<file path="src/rtl/char_anim_sequencer_pkg.sv">
// Shared encodings for the character animation sequencer:
// FSM states, sprite indices and facing codes.
`timescale 1ns/1ps
package char_anim_sequencer_pkg;

  typedef enum logic [2:0] {
    ST_STAND  = 3'd0,
    ST_WALK   = 3'd1,
    ST_CHARGE = 3'd2,
    ST_RISE   = 3'd3,
    ST_FALL   = 3'd4,
    ST_LAND   = 3'd5
  } state_t;

  localparam logic [2:0] SPR_STAND  = 3'd0;
  localparam logic [2:0] SPR_WALK_A = 3'd1;
  localparam logic [2:0] SPR_WALK_B = 3'd2;
  localparam logic [2:0] SPR_CROUCH = 3'd3;
  localparam logic [2:0] SPR_RISE   = 3'd4;
  localparam logic [2:0] SPR_FALL   = 3'd5;

  localparam logic [1:0] FACE_RIGHT = 2'b01;
  localparam logic [1:0] FACE_LEFT  = 2'b10;

  // Ground behaviour shared by STAND and an expired LAND.
  function automatic state_t ground_next(
    input logic charge,
    input logic walk
  );
    if (charge) return ST_CHARGE;
    if (walk)   return ST_WALK;
    return ST_STAND;
  endfunction

  function automatic logic [1:0] face_of(input logic dir);
    return dir ? FACE_LEFT : FACE_RIGHT;
  endfunction

endpackage

</file>
<file path="src/rtl/char_anim_sequencer_tick.sv">
// Saturating frame-tick counter with clear and terminal flag.
// Ports: i_clk, i_rst, i_clr, i_inc, i_limit -> o_tc.
`timescale 1ns/1ps
module anim_tick_counter
  import char_anim_sequencer_pkg::*;
#(
  parameter int W = 3
) (
  input  logic         i_clk,
  input  logic         i_rst,
  input  logic         i_clr,
  input  logic         i_inc,
  input  logic [W-1:0] i_limit,
  output logic         o_tc
);

  logic [W-1:0] r_cnt;

  always_ff @(posedge i_clk) begin
    if (i_rst) begin
      r_cnt <= '0;
    end else if (i_clr) begin
      r_cnt <= '0;
    end else if (i_inc && (r_cnt != '1)) begin
      r_cnt <= r_cnt + W'(1);
    end
  end

  assign o_tc = (r_cnt >= i_limit);

endmodule

</file>
<file path="src/rtl/char_anim_sequencer.sv">
// Frame-tick driven sprite/facing sequencer for one character.
// In: sys_clk, sys_rst, frame_tick, walk_req, dir, charge, airborne,
// rising. Out: char_id, char_face, anim_state.
`timescale 1ns/1ps
module char_anim_sequencer
  import char_anim_sequencer_pkg::*;
#(
  parameter int WALK_TICKS = 6,
  parameter int LAND_TICKS = 4
) (
  input  logic       sys_clk,
  input  logic       sys_rst,
  input  logic       frame_tick,
  input  logic       walk_req,
  input  logic       dir,
  input  logic       charge,
  input  logic       airborne,
  input  logic       rising,
  output logic [2:0] char_id,
  output logic [1:0] char_face,
  output logic [2:0] anim_state
);

  localparam int CNT_MAX =
    (WALK_TICKS > LAND_TICKS) ? WALK_TICKS : LAND_TICKS;
  localparam int CW =
    (CNT_MAX < 2) ? 1 : $clog2(CNT_MAX);

  state_t     r_state;
  state_t     w_next;
  logic [2:0] r_id;
  logic [2:0] w_id_nxt;
  logic [1:0] r_face;
  logic [1:0] w_face_nxt;
  logic       w_clr;
  logic       w_inc;
  logic       w_tc;
  logic [CW-1:0] w_limit;

  // Terminal value is "count-1": the tick that finds the
  // counter there is the last tick of the phase.
  assign w_limit = (r_state == ST_WALK) ?
                   CW'(WALK_TICKS - 1) :
                   CW'(LAND_TICKS - 1);

  anim_tick_counter #(
    .W (CW)
  ) u_cnt (
    .i_clk   (sys_clk),
    .i_rst   (sys_rst),
    .i_clr   (w_clr),
    .i_inc   (w_inc),
    .i_limit (w_limit),
    .o_tc    (w_tc)
  );

  always_ff @(posedge sys_clk) begin
    if (sys_rst) begin
      r_state <= ST_STAND;
      r_id    <= SPR_STAND;
      r_face  <= FACE_RIGHT;
    end else begin
      r_state <= w_next;
      r_id    <= w_id_nxt;
      r_face  <= w_face_nxt;
    end
  end

  always_comb begin
    w_next     = r_state;
    w_id_nxt   = r_id;
    w_face_nxt = r_face;
    w_clr      = 1'b0;
    w_inc      = 1'b0;
    if (frame_tick) begin
      if (airborne) begin
        w_next = rising ? ST_RISE : ST_FALL;
      end else begin
        unique case (r_state)
          ST_STAND:
            w_next = ground_next(charge, walk_req);
          ST_WALK: begin
            if (charge)         w_next = ST_CHARGE;
            else if (!walk_req) w_next = ST_STAND;
          end
          ST_CHARGE:
            if (!charge) w_next = ST_STAND;
          ST_RISE, ST_FALL:
            w_next = ST_LAND;
          ST_LAND:
            if (w_tc) w_next = ground_next(charge, walk_req);
          default:
            w_next = ST_STAND;
        endcase
      end

      unique case (w_next)
        ST_STAND:  w_id_nxt = SPR_STAND;
        ST_WALK: begin
          if (r_state != ST_WALK) begin
            w_id_nxt = SPR_WALK_A;
          end else if (w_tc) begin
            w_id_nxt = (r_id == SPR_WALK_A) ?
                       SPR_WALK_B : SPR_WALK_A;
          end
        end
        ST_CHARGE: w_id_nxt = SPR_CROUCH;
        ST_RISE:   w_id_nxt = SPR_RISE;
        ST_FALL:   w_id_nxt = SPR_FALL;
        ST_LAND:   w_id_nxt = SPR_CROUCH;
        default:   w_id_nxt = SPR_STAND;
      endcase

      // Facing is frozen while in the air or landing.
      if (walk_req && (w_next inside
          {ST_STAND, ST_WALK, ST_CHARGE})) begin
        w_face_nxt = face_of(dir);
      end

      if ((w_next != r_state) ||
          ((r_state == ST_WALK) && w_tc)) begin
        w_clr = 1'b1;
      end else begin
        w_inc = 1'b1;
      end
    end
  end

  assign char_id    = r_id;
  assign char_face  = r_face;
  assign anim_state = r_state;

endmodule

</file>
<file path="config.mk">
export PLATFORM = sky130hd
export DESIGN_NAME = char_anim_sequencer
export DESIGN_NICKNAME = d
export VERILOG_FILES = /design/src/rtl/char_anim_sequencer_pkg.sv /design/src/rtl/char_anim_sequencer_tick.sv /design/src/rtl/char_anim_sequencer.sv
export SDC_FILE = /design/constraint.sdc
export NUM_CORES = 1
export LEC_CHECK = 0
export CAP_MARGIN = 40
export CORE_MARGIN = 2
export CORE_UTILIZATION = 40
export CTS_CLUSTER_DIAMETER = 80
export DETAILED_ROUTE_END_ITERATION = 16
export DONT_BUFFER_PORTS = 1
export PLACE_DENSITY = 0.58
export RECOVER_POWER = 100
export SETUP_SLACK_MARGIN = 0.5
export SLEW_MARGIN = 40
export SYNTH_ARGS = -nofsm -noshare
export SYNTH_HDL_FRONTEND = slang
export SYNTH_HIERARCHICAL = 1
export SYNTH_SLANG_ARGS = --single-unit
</file>
<file path="constraint.sdc">
create_clock -name sys_clk -period 3.48 [get_ports sys_clk]
set_input_delay 0.87 -clock sys_clk [delete_from_list [all_inputs] [get_ports sys_clk]]
set_output_delay 0.87 -clock sys_clk [all_outputs]
set_load 0.005 [all_outputs]
</file>
==> results.toml <==
[routing]
drt_pass1_iterations = 4
vias_per_cell = 5.561
finalWirelength_mm = 1.921
drcViolationCount = 0
drt-wirelength-per-cell_um = 14.55
route.antenna.remaining_nets = 0
drt_iter0_drc = 8
count_of_vias_placed_by_the_detailed_router = 734

[final_layout]
regArea_um2 = 222.7
multiInputGateArea_um2 = 544.3
final_cell_count_no_fill = 132
final_net_count = 119
n_fill_cell = 204
area_delta_synth_final_pct = 8.112
final_util_pct = 46.28
ant_cells = 0
drive_gt1_share_pct = 21.90

[sta]
grt_setup_unrepaired = "false"
timing.setup.tns_ps = 0
worst_pin_slew_ps = 655.4
final.min_clock_period_ps = 3007
max_freq_ghz = 0.3325
timing.clock.skew_ps = 7.625
relSlewSlack_pct = 55.74
period_share_pct = 86.42
timing.final.max_slew_violations = 0
setup-violations-final = 0
timing_hold_violations_final = 0
worst_hold_slack_ps = 481.5

[floorplanning]
ios = 16
core_mm2 = 0.001982
rows = 16
die_area_mm2 = 0.002505
floorplan.die.height_um = 50.05
die_x_extent_um = 50.05
floorplan.initialDensity_pct = 42.80

[yosys]
number_of_enable_flip_flop_cells_after_synthesis = 0
async_reset_ff_share_pct = 0
synth-seq-area-share_pct = 25.96
synth_ff_type = "sky130_fd_sc_hd__dfxtp_1"
syn-cell-area_um2 = 848.3
number_of_standard_cells_after_synthesis = 99
synth_mux_area_share_pct = 3.540
syn_nets = 112
synth_compound_area_share_pct = 28.76
ys.warnings.count = 6
distinct_cell_type_count_of_the_synthesized_netlist = 48
post_synth_fa_ha_maj_area_fraction_pct = 7.375
main_combinational_cell_family_by_area_after_synthesis = "compound AO/OA/AOI/OAI gates"
yosys.area_share.xor_xnor_pct = 1.032
postSynthRegisterBits = 11
synth_simple_gate_area_share_pct = 22.86
syn_area_cell_um2 = 8.569

[power_and_ir_drop]
post-layout-total-power_mw = 0.2977
seqPwrFrac_pct = 46.2
cellInternalPower_mw = 0.2129
p_sw_mw = 0.08480
total_leakage_power_nw = 0.3718
power.density_mw_per_mm2 = 324.6
vdd_ir_drop_max_mv = 0.2133
power_switching_share_pct = 28.49
combinationalPowerShare_pct = 24.7
clkPwrFrac_pct = 29.1

[global_route]
all_layer_global_routing_usage_pct = 17.68
grt.overflow.total = 0
antenna_found_initial = 0
grt_pass1_vias = 752
grt_pass1_wl_mm = 3.367
grt_max_degree = 16

[cts]
cts_max_path_buffers = 2
cts-root-buf = "sky130_fd_sc_hd__clkbuf_4"
tritoncts_clock_tree = "yes"
clk_transition_reported_paths_ps = 70
postCtsHoldBufs = 0
numCtsBuffers = 3
later_pin_clock_latency_in_the_skew_report_ps = 270
clock_tree.htree_level_count = 1
cts.sinks = 11

[setup_path]
worst-endpoint-arrival_ps = 3160
worstPathCellList = "or3b_4 > inv_2 > inv_2 > ha_4 > nor2_2 > a21oi_1 > a21boi_2 > clkbuf_4 > a221oi_1 > mux2i_1 > a211oi_1 > nor2b_4 > mux2i_1 > nor3_1"
cp.required_ps = 3630
timing.setup.critical_path_class = "flip-flop to flip-flop"
worst_path_largest_cell_delay_ps = 420
worstPathBufferInverterCount = 3
cp_startpoint_kind = "flip-flop"
setup.worst_path.end_class = "flip-flop"
critical_path.top_delay_family = "compound AO/OA/AOI/OAI gates"
crit_slowest_cell = "sky130_fd_sc_hd__or3b_4"
crit_path_max_fanout = 4

[run_status]
run_status = "finished, final reports clean"

[placed_design]
hpwlAfterDp_mm = 1.475
place_congestion = 0.7711
placed_cells_incl_taps = 123
port_buffers = 0

[min_path]
hold_path_class = "flip-flop to flip-flop"

[job]
number_of_max_cap_violations = 0
-- worst min-delay path: stages, from the launching register on --
cell	delay [ps]
sky130_fd_sc_hd__dfxtp_1	330
sky130_fd_sc_hd__nand2_1	60
sky130_fd_sc_hd__a21oi_1	50
-- worst paths after layout --
check | slack, ps | cells after the start | to | start
max reg2reg | 470 | 14 | u_cnt/r_cnt[2] | anim_state[2]
max | 470 | 14 | u_cnt/r_cnt[2] | anim_state[2]
min reg2reg | 480 | 2 | char_id[2] | char_id[2]
min | 480 | 2 | char_id[2] | char_id[2]
-- power groups by stage --
stage | combinational [mW] | clock [mW] | sequential [mW]
3_3_place_gp | 0.0744 | 0 | 0.140
6_report | 0.0734 | 0.0867 | 0.138
3_5_place_dp | 0.0754 | 0 | 0.140
5_1_grt | 0.0837 | 0.0969 | 0.138
2_1_floorplan | 0.0680 | 0 | 0.140
4_1_cts | 0.0778 | 0.0919 | 0.138
-- cells by family after synthesis --
| family | after synthesis |
|---|---|
| simple gates | 31 |
| flops | 11 |
| xor+xnor | 1 |
| mux | 3 |
| compound gates | 30 |
| buf+inv | 17 |
| other cells | 1 |
| fa+ha+maj | 5 |
-- registers in the layout, indices dropped and copies added (netlist names) --
signal,flops
u_cnt/r_cnt,3
anim_state,3
char_face,2
char_id,3
-- synth_stat cells (2+ instances only) --
cell type                   n  area, µm²
sky130_fd_sc_hd__a31o_2     2      17.52
sky130_fd_sc_hd__buf_2      2      10.01
sky130_fd_sc_hd__nand2_1    4      15.01
sky130_fd_sc_hd__inv_1     10      37.54
sky130_fd_sc_hd__and3_1     2      12.51
sky130_fd_sc_hd__a21oi_1    8      40.04
sky130_fd_sc_hd__nor3_1     4      20.02
sky130_fd_sc_hd__ha_1       5      62.56
sky130_fd_sc_hd__a211oi_1   2      15.01
sky130_fd_sc_hd__nor2_1     6      22.52
sky130_fd_sc_hd__buf_6      2      22.52
sky130_fd_sc_hd__or3b_2     2      17.52
sky130_fd_sc_hd__a21boi_0   2      15.01
sky130_fd_sc_hd__dfxtp_1   11      220.2
sky130_fd_sc_hd__mux2i_1    3      30.03
sky130_fd_sc_hd__o21ai_0    2      10.01
-- per-layer routing --
layer | global-route usage (%) | vias to the layer above | share of wire [%]
met5 | 0 | - | 0
met4 | 5.093 | 0 | 0.62
met3 | 5.152 | 2 | 5.3
met2 | 30.04 | 13 | 49
met1 | 21.30 | 346 | 45
li1 | - | 373 | -
-- timing repair --
item / 4_1_cts / 5_1_grt
setup buffers: 1 / 4
setup endpoints to repair: 3 / 3
resized for setup: 1 / 1
endpoints found under the hold margin: 0 / 0
pin swaps: 0 / 4
-- area by class of cell --
cell class | instances | area share [%]
tap | 27 | 3.683
timing repair buffer | 9 | 5.730
multi-input combinational | 71 | 59.35
inverter | 10 | 4.093
clock buffer | 4 | 2.865
sequential | 11 | 24.28
-- layout by cell type, fill, tap and decap left out, types with 2 or more instances in the layout --
cell type,synthesis,final
sky130_fd_sc_hd__a211oi_1,2,2
sky130_fd_sc_hd__dfxtp_2,0,2
sky130_fd_sc_hd__clkbuf_1,1,5
sky130_fd_sc_hd__ha_1,5,4
sky130_fd_sc_hd__dfxtp_1,11,9
sky130_fd_sc_hd__a31o_2,2,2
sky130_fd_sc_hd__inv_1,10,8
sky130_fd_sc_hd__and3_1,2,2
sky130_fd_sc_hd__nor3_1,4,4
sky130_fd_sc_hd__clkbuf_4,0,4
sky130_fd_sc_hd__buf_4,1,4
sky130_fd_sc_hd__o21ai_0,2,2
sky130_fd_sc_hd__a221oi_1,1,2
sky130_fd_sc_hd__a21oi_1,8,8
sky130_fd_sc_hd__nand2_1,4,4
sky130_fd_sc_hd__or3b_2,2,2
sky130_fd_sc_hd__inv_2,0,2
sky130_fd_sc_hd__mux2i_1,3,3
sky130_fd_sc_hd__nor2_1,6,5
-- metrics by stage --
stage / cell area [µm²] / worst slack (ps)
5_1_grt: 917.1 / 252.2
4_1_cts: 942.2 / 565.6
3_3_place_gp: 905.9 / 477.9
6_report: 917.1 / 472.7
2_1_floorplan: 893.4 / 505.4
3_5_place_dp: 905.9 / 431.5
No activity file was read; power rests on OpenSTA's default activity.
==> RTL change 1, RTL diff (same flow settings) <==
Change the parameter `WALK_TICKS` from 6 to 5.
--- a/src/rtl/char_anim_sequencer.sv
+++ b/src/rtl/char_anim_sequencer.sv
@@ -7,3 +7,3 @@
 #(
-  parameter int WALK_TICKS = 6,
+  parameter int WALK_TICKS = 5,
   parameter int LAND_TICKS = 4
Behaviour: not the same (a bounded check fails within 10 cycles, from zero or initial values and one cycle with sys_rst high).
==> RTL change 1 against the unedited design <==
Clock power up 1%. Total power up 1.1%. Worst setup slack worse by 0.10 ns. Area after synthesis down 0.44%. Routed wire length up 8.3%. Critical endpoint is now u_cnt/r_cnt[1]. Sequential cell count unchanged. Final area down 0.14%. Largest power group unchanged. Fmax down 3.3%. Highest routed layer unchanged.
==> RTL change 1: results (changes against the unedited design) <==
* Outcome: finished clean
* VDD IR max at 0.2404 mV (+13%)
* Routed len/inst at 16.12 um (+11%)
* Reg2Reg Setup Slack at 0.37 ns (-0.10 ns)
* DRT Wirelength at 2080 um (+8.3%)
* Post-synthesis sequential area ratio at 26.07% (+0.12 points)
* Met1 demand-to-capacity share in global routing at 19.93% (-1.4 points)
* Max stage delay cell, worst path: sky130_fd_sc_hd__or3b_1
* Number of distinct library cell variants in the gate-level netlist after synthesis at 47 (-2.1%)
* All-layer global routing usage at 17.97% (+0.30 points)
* Mapped Nets at 111 (-0.89%)
* Total via count in the routed design at 764 (+4.1%)
* Delay contributed by the slowest stage of the critical path at 0.52 ns (+0.10 ns)
* Fraction of final layout cells sized beyond drive strength 1 at 20.59% (-1.3 points)
* Post-Place Cells at 122 (-0.81%)
* Endpoint of the lowest-slack register-to-register path: u_cnt/r_cnt[1]
* Worst Setup Slack post-DPL at 0.3903 ns (-0.04117 ns)
* Fill cell count at 194 (-4.9%)
* Number of DRC violations after detailed-routing iteration 0 at 9 (+1)
* Post-detail-place hpwl at 1557 um (+5.5%)
* First-pass GRT wire length at 3394 um (+0.80%)
* Min-Delay Endpoint: char_id[0]
* WP data arrival at 3.27 ns (+0.11 ns)
* Number of cells on the worst reg-to-reg path at 13 (-1)
* Multiplexer area fraction after synthesis at 3.556% (+0.016 points)
* Weighted congestion reported at the end of routability-driven placement at 0.7455 (-3.3%)
* Worst hold slack at 0.4864 ns (+0.004890 ns)
* Net switching power at 88.99 uW (+4.9%)
* Setup Skew at 0.003766 ns (-0.003859 ns)
* Final critical delay including setup and external delays at 3.110 ns (+0.1030 ns)
* Number of global-route vias before repair at 735 (-2.3%)
* Share of the synthesized netlist area taken by xor and xnor gates at 1.037% (+0.0046 points)
* Transition at the pin with the smallest max-transition slack at 0.6611 ns (+0.005680 ns)
RTL change 1: power groups by stage:
stage | combinational (mW) | sequential (mW) | clock [mW]
final | 0.0759 | 0.137 | 0.0876
after global routing | 0.0832 | 0.139 | 0.0976
after CTS | 0.0808 | 0.138 | 0.0919
after detailed placement | 0.0788 | 0.140 | 0
after global placement | 0.0779 | 0.140 | 0
after floorplan | 0.0704 | 0.140 | 0
RTL change 1: layout make-up:
class / instances / area, um2 / share of cell area, %
Clock buffer: 4 / 26.28 / 2.869
Inverter: 10 / 37.54 / 4.098
Multi-Input combinational cell: 70 / 559.3 / 61.07
Tap cell: 27 / 33.78 / 3.689
Timing Repair Buffer: 7 / 37.54 / 4.098
Sequential cell: 11 / 221.5 / 24.18
RTL change 1: layer usage:
| metal | up-vias | wire length (um) |
|---|---|---|
| met4 | 0 | 60 |
| met5 | - | 0 |
| met1 | 367 | 876 |
| met2 | 22 | 1021 |
| li1 | 367 | - |
| met3 | 8 | 122 |
==> RTL change 2, RTL diff (same settings) <==
Without the edit above. Make the reset (`i_rst` and `sys_rst`) asynchronous in 2 clocked blocks.
--- a/src/rtl/char_anim_sequencer_tick.sv
+++ b/src/rtl/char_anim_sequencer_tick.sv
@@ -18,3 +18,3 @@
 
-  always_ff @(posedge i_clk) begin
+  always_ff @(posedge i_clk or posedge i_rst) begin
     if (i_rst) begin
--- a/src/rtl/char_anim_sequencer.sv
+++ b/src/rtl/char_anim_sequencer.sv
@@ -56,3 +56,3 @@
 
-  always_ff @(posedge sys_clk) begin
+  always_ff @(posedge sys_clk or posedge sys_rst) begin
     if (sys_rst) begin
Behaviour: differs if sys_rst is asserted again (counterexample within 4 cycles, from zero or initial values and one cycle with sys_rst high); with sys_rst held inactive, the same outputs for 10 cycles.
==> RTL change 2 against the unedited design <==
Final area increased by 9.3%. Routed wire length is 3.2% higher. Area after synthesis is 8.0% higher. Sequential cell count is the same. Critical path type unchanged. First-iteration DRC count grew 38%. Worst setup slack worse by 0.080 ns. Final cell count grew 1.5%. Largest cell class unchanged. Global-route usage down 2.4 points.
Power is not compared: it rests on default switching activity, and its combinational part moved more than twofold at a synthesized area within 25%.
==> RTL change 2: results (changes against the unedited design) <==
* Number of max-slew violations in the final report at 0 (unchanged)
* Leading cell type by number of instances after synthesis: sky130_fd_sc_hd__nand2_1
* Sw Share at 35.26%
* Asr flop ratio synth at 100.0% (+100 points)
* Worst min-delay path category: in2async
* All-layer global routing usage at 15.31% (-2.4 points)
* Leakage dissipation at 0.4540 nW
* Max stage delay cell, worst path: sky130_fd_sc_hd__or3b_1
* Number of H-tree branching levels at 1 (unchanged)
* Antenna violations before repair at 0 (unchanged)
* Reg clk slew, reported paths at 0.07 ns (about the same)
* Transition at the pin with the smallest max-transition slack at 0.8348 ns (+0.1794 ns)
* Quantity of I/O buffers inserted on ports at 0 (unchanged)
* Pin count of the biggest net entering global routing at 18 (+2)
* Worst Setup Slack post-DPL at 0.4865 ns (+0.05507 ns)
* Outcome: finished clean
* Number of nets in the layout at 120 (+0.84%)
* First-pass detailed-route iteration total at 4 (unchanged)
* Cell family contributing the most delay on the critical path: simple AND/OR/NAND/NOR gates
* Leading cell types by total area after synthesis: sky130_fd_sc_hd__dfrtp_1 27%, sky130_fd_sc_hd__ha_1 6.8%, sky130_fd_sc_hd__nand2_1 4.5%
* Number of global-route vias before repair at 730 (-2.9%)
* Post-synthesis sequential area ratio at 30.19% (+4.2 points)
* Number of DRC violations after detailed-routing iteration 0 at 11 (+3)
* First-pass GRT wire length at 3146 um (-6.6%)
* Root buffer cell: sky130_fd_sc_hd__clkbuf_4
* Yosys warning total at 6 (unchanged)
* Clock buffer depth at 2 (unchanged)
* Fraction of final layout cells sized beyond drive strength 1 at 16.98% (-4.9 points)
* Most instantiated cells after synthesis: 11 x sky130_fd_sc_hd__nand2_1, 10 x sky130_fd_sc_hd__dfrtp_1, 10 x sky130_fd_sc_hd__inv_1
* Number of distinct library cell variants in the gate-level netlist after synthesis at 51 (+6.3%)
* DRT Wirelength at 1982 um (+3.2%)
* Post-detail-place hpwl at 1456 um (-1.3%)
* Number of diodes at 0 (unchanged)
* Total via count in the routed design at 760 (+3.5%)
* Setup Skew at 0.006668 ns (-0.0009568 ns)
* Clock latency of the later-clocked register in the worst-skew pair at 0.26 ns
* Top cell type's share of synthesized area at 27.32% (+1.4 points)
* Worst Path Max Fanout at 5 (+1)
* Delay contributed by the slowest stage of the critical path at 0.44 ns (+0.02 ns)
* VDD IR max at 0.3045 mV
* Weighted congestion reported at the end of routability-driven placement at 0.8348 (+8.3%)
* Worst setup path start: anim_state[2]
-- RTL change 2: changes by cell type in the layout (fill, tap and decap cells not counted), moves of 5 or more --
| cell | before | now |
|---|---|---|
| sky130_fd_sc_hd__dfrtp_1 | 0 | 10 |
| sky130_fd_sc_hd__dfxtp_1 | 9 | 0 |
| sky130_fd_sc_hd__nand2_1 | 4 | 11 |
| sky130_fd_sc_hd__a21oi_1 | 8 | 3 |
-- RTL change 2: final timing paths --
path                                  end  slack [ns]  depth (start not counted)
setup / recovery           u_cnt/r_cnt[0]        0.39                         12
hold / removal             u_cnt/r_cnt[2]        0.36                          1
setup reg to reg           u_cnt/r_cnt[0]        0.39                         12
hold reg to reg              char_face[0]        0.51                          2
max in group asynchronous    char_face[0]        2.76                          1
min in group sys_clk         char_face[0]        0.51                          2
-- RTL change 2: final cells by class --
cell class,instances,area (um2)
clock buffer,4,26.28
fill,212,1189
inverter,10,37.54
multi-input combinational,76,600.6
sequential,11,276.5
tap,28,35.03
timing repair buffer,5,26.28
-- RTL change 2: cell families after synthesis --
group | synth area share (%)
AO/OA/AOI/OAI | 24.59
other | 0.4094
multiplexers | 6.284
adder cells (fa/ha/maj) | 6.831
AND/OR/NAND/NOR | 24.18
buffers and inverters | 7.513
flip-flops | 30.19
-- RTL change 2: repair_timing --
action                     CTS  global route
gates resized for setup      1             8
pin swaps                    0             2
setup endpoints to repair    1             3
buffers inserted             0             1
hold buffers                 0             0
-- RTL change 2: stage by stage --
stage / area [um2] / instances / utilization [%]
6_report: 1002 / 134 / 45.75
5_1_grt: 1002 / 134 / 45.75
4_1_cts: 991.0 / 133 / 45.23
3_5_place_dp: 958.4 / 129 / 43.75
3_3_place_gp: 958.4 / 129 / 43.75
2_1_floorplan: 924.6 / 102 / -
-- RTL change 2: power groups by stage --
stage / clock network [mW] / logic [mW] / registers [mW]
finish: 0.0830 / 0.176 / 0.171
global route: 0.0936 / 0.192 / 0.174
CTS: 0.0871 / 0.172 / 0.172
detailed placement: 0 / 0.169 / 0.175
global placement: 0 / 0.168 / 0.175
floorplan: 0 / 0.130 / 0.176
-- RTL change 2: per-layer routing --
| layer | track usage [%] | vias up | share of wire (%) |
|---|---|---|---|
| li1 | - | 381 | - |
| met1 | 22.92 | 361 | 50 |
| met2 | 21.52 | 16 | 44 |
| met3 | 2.299 | 2 | 5.2 |
| met4 | 6.579 | 0 | 0.76 |
| met5 | 0 | - | 0 |
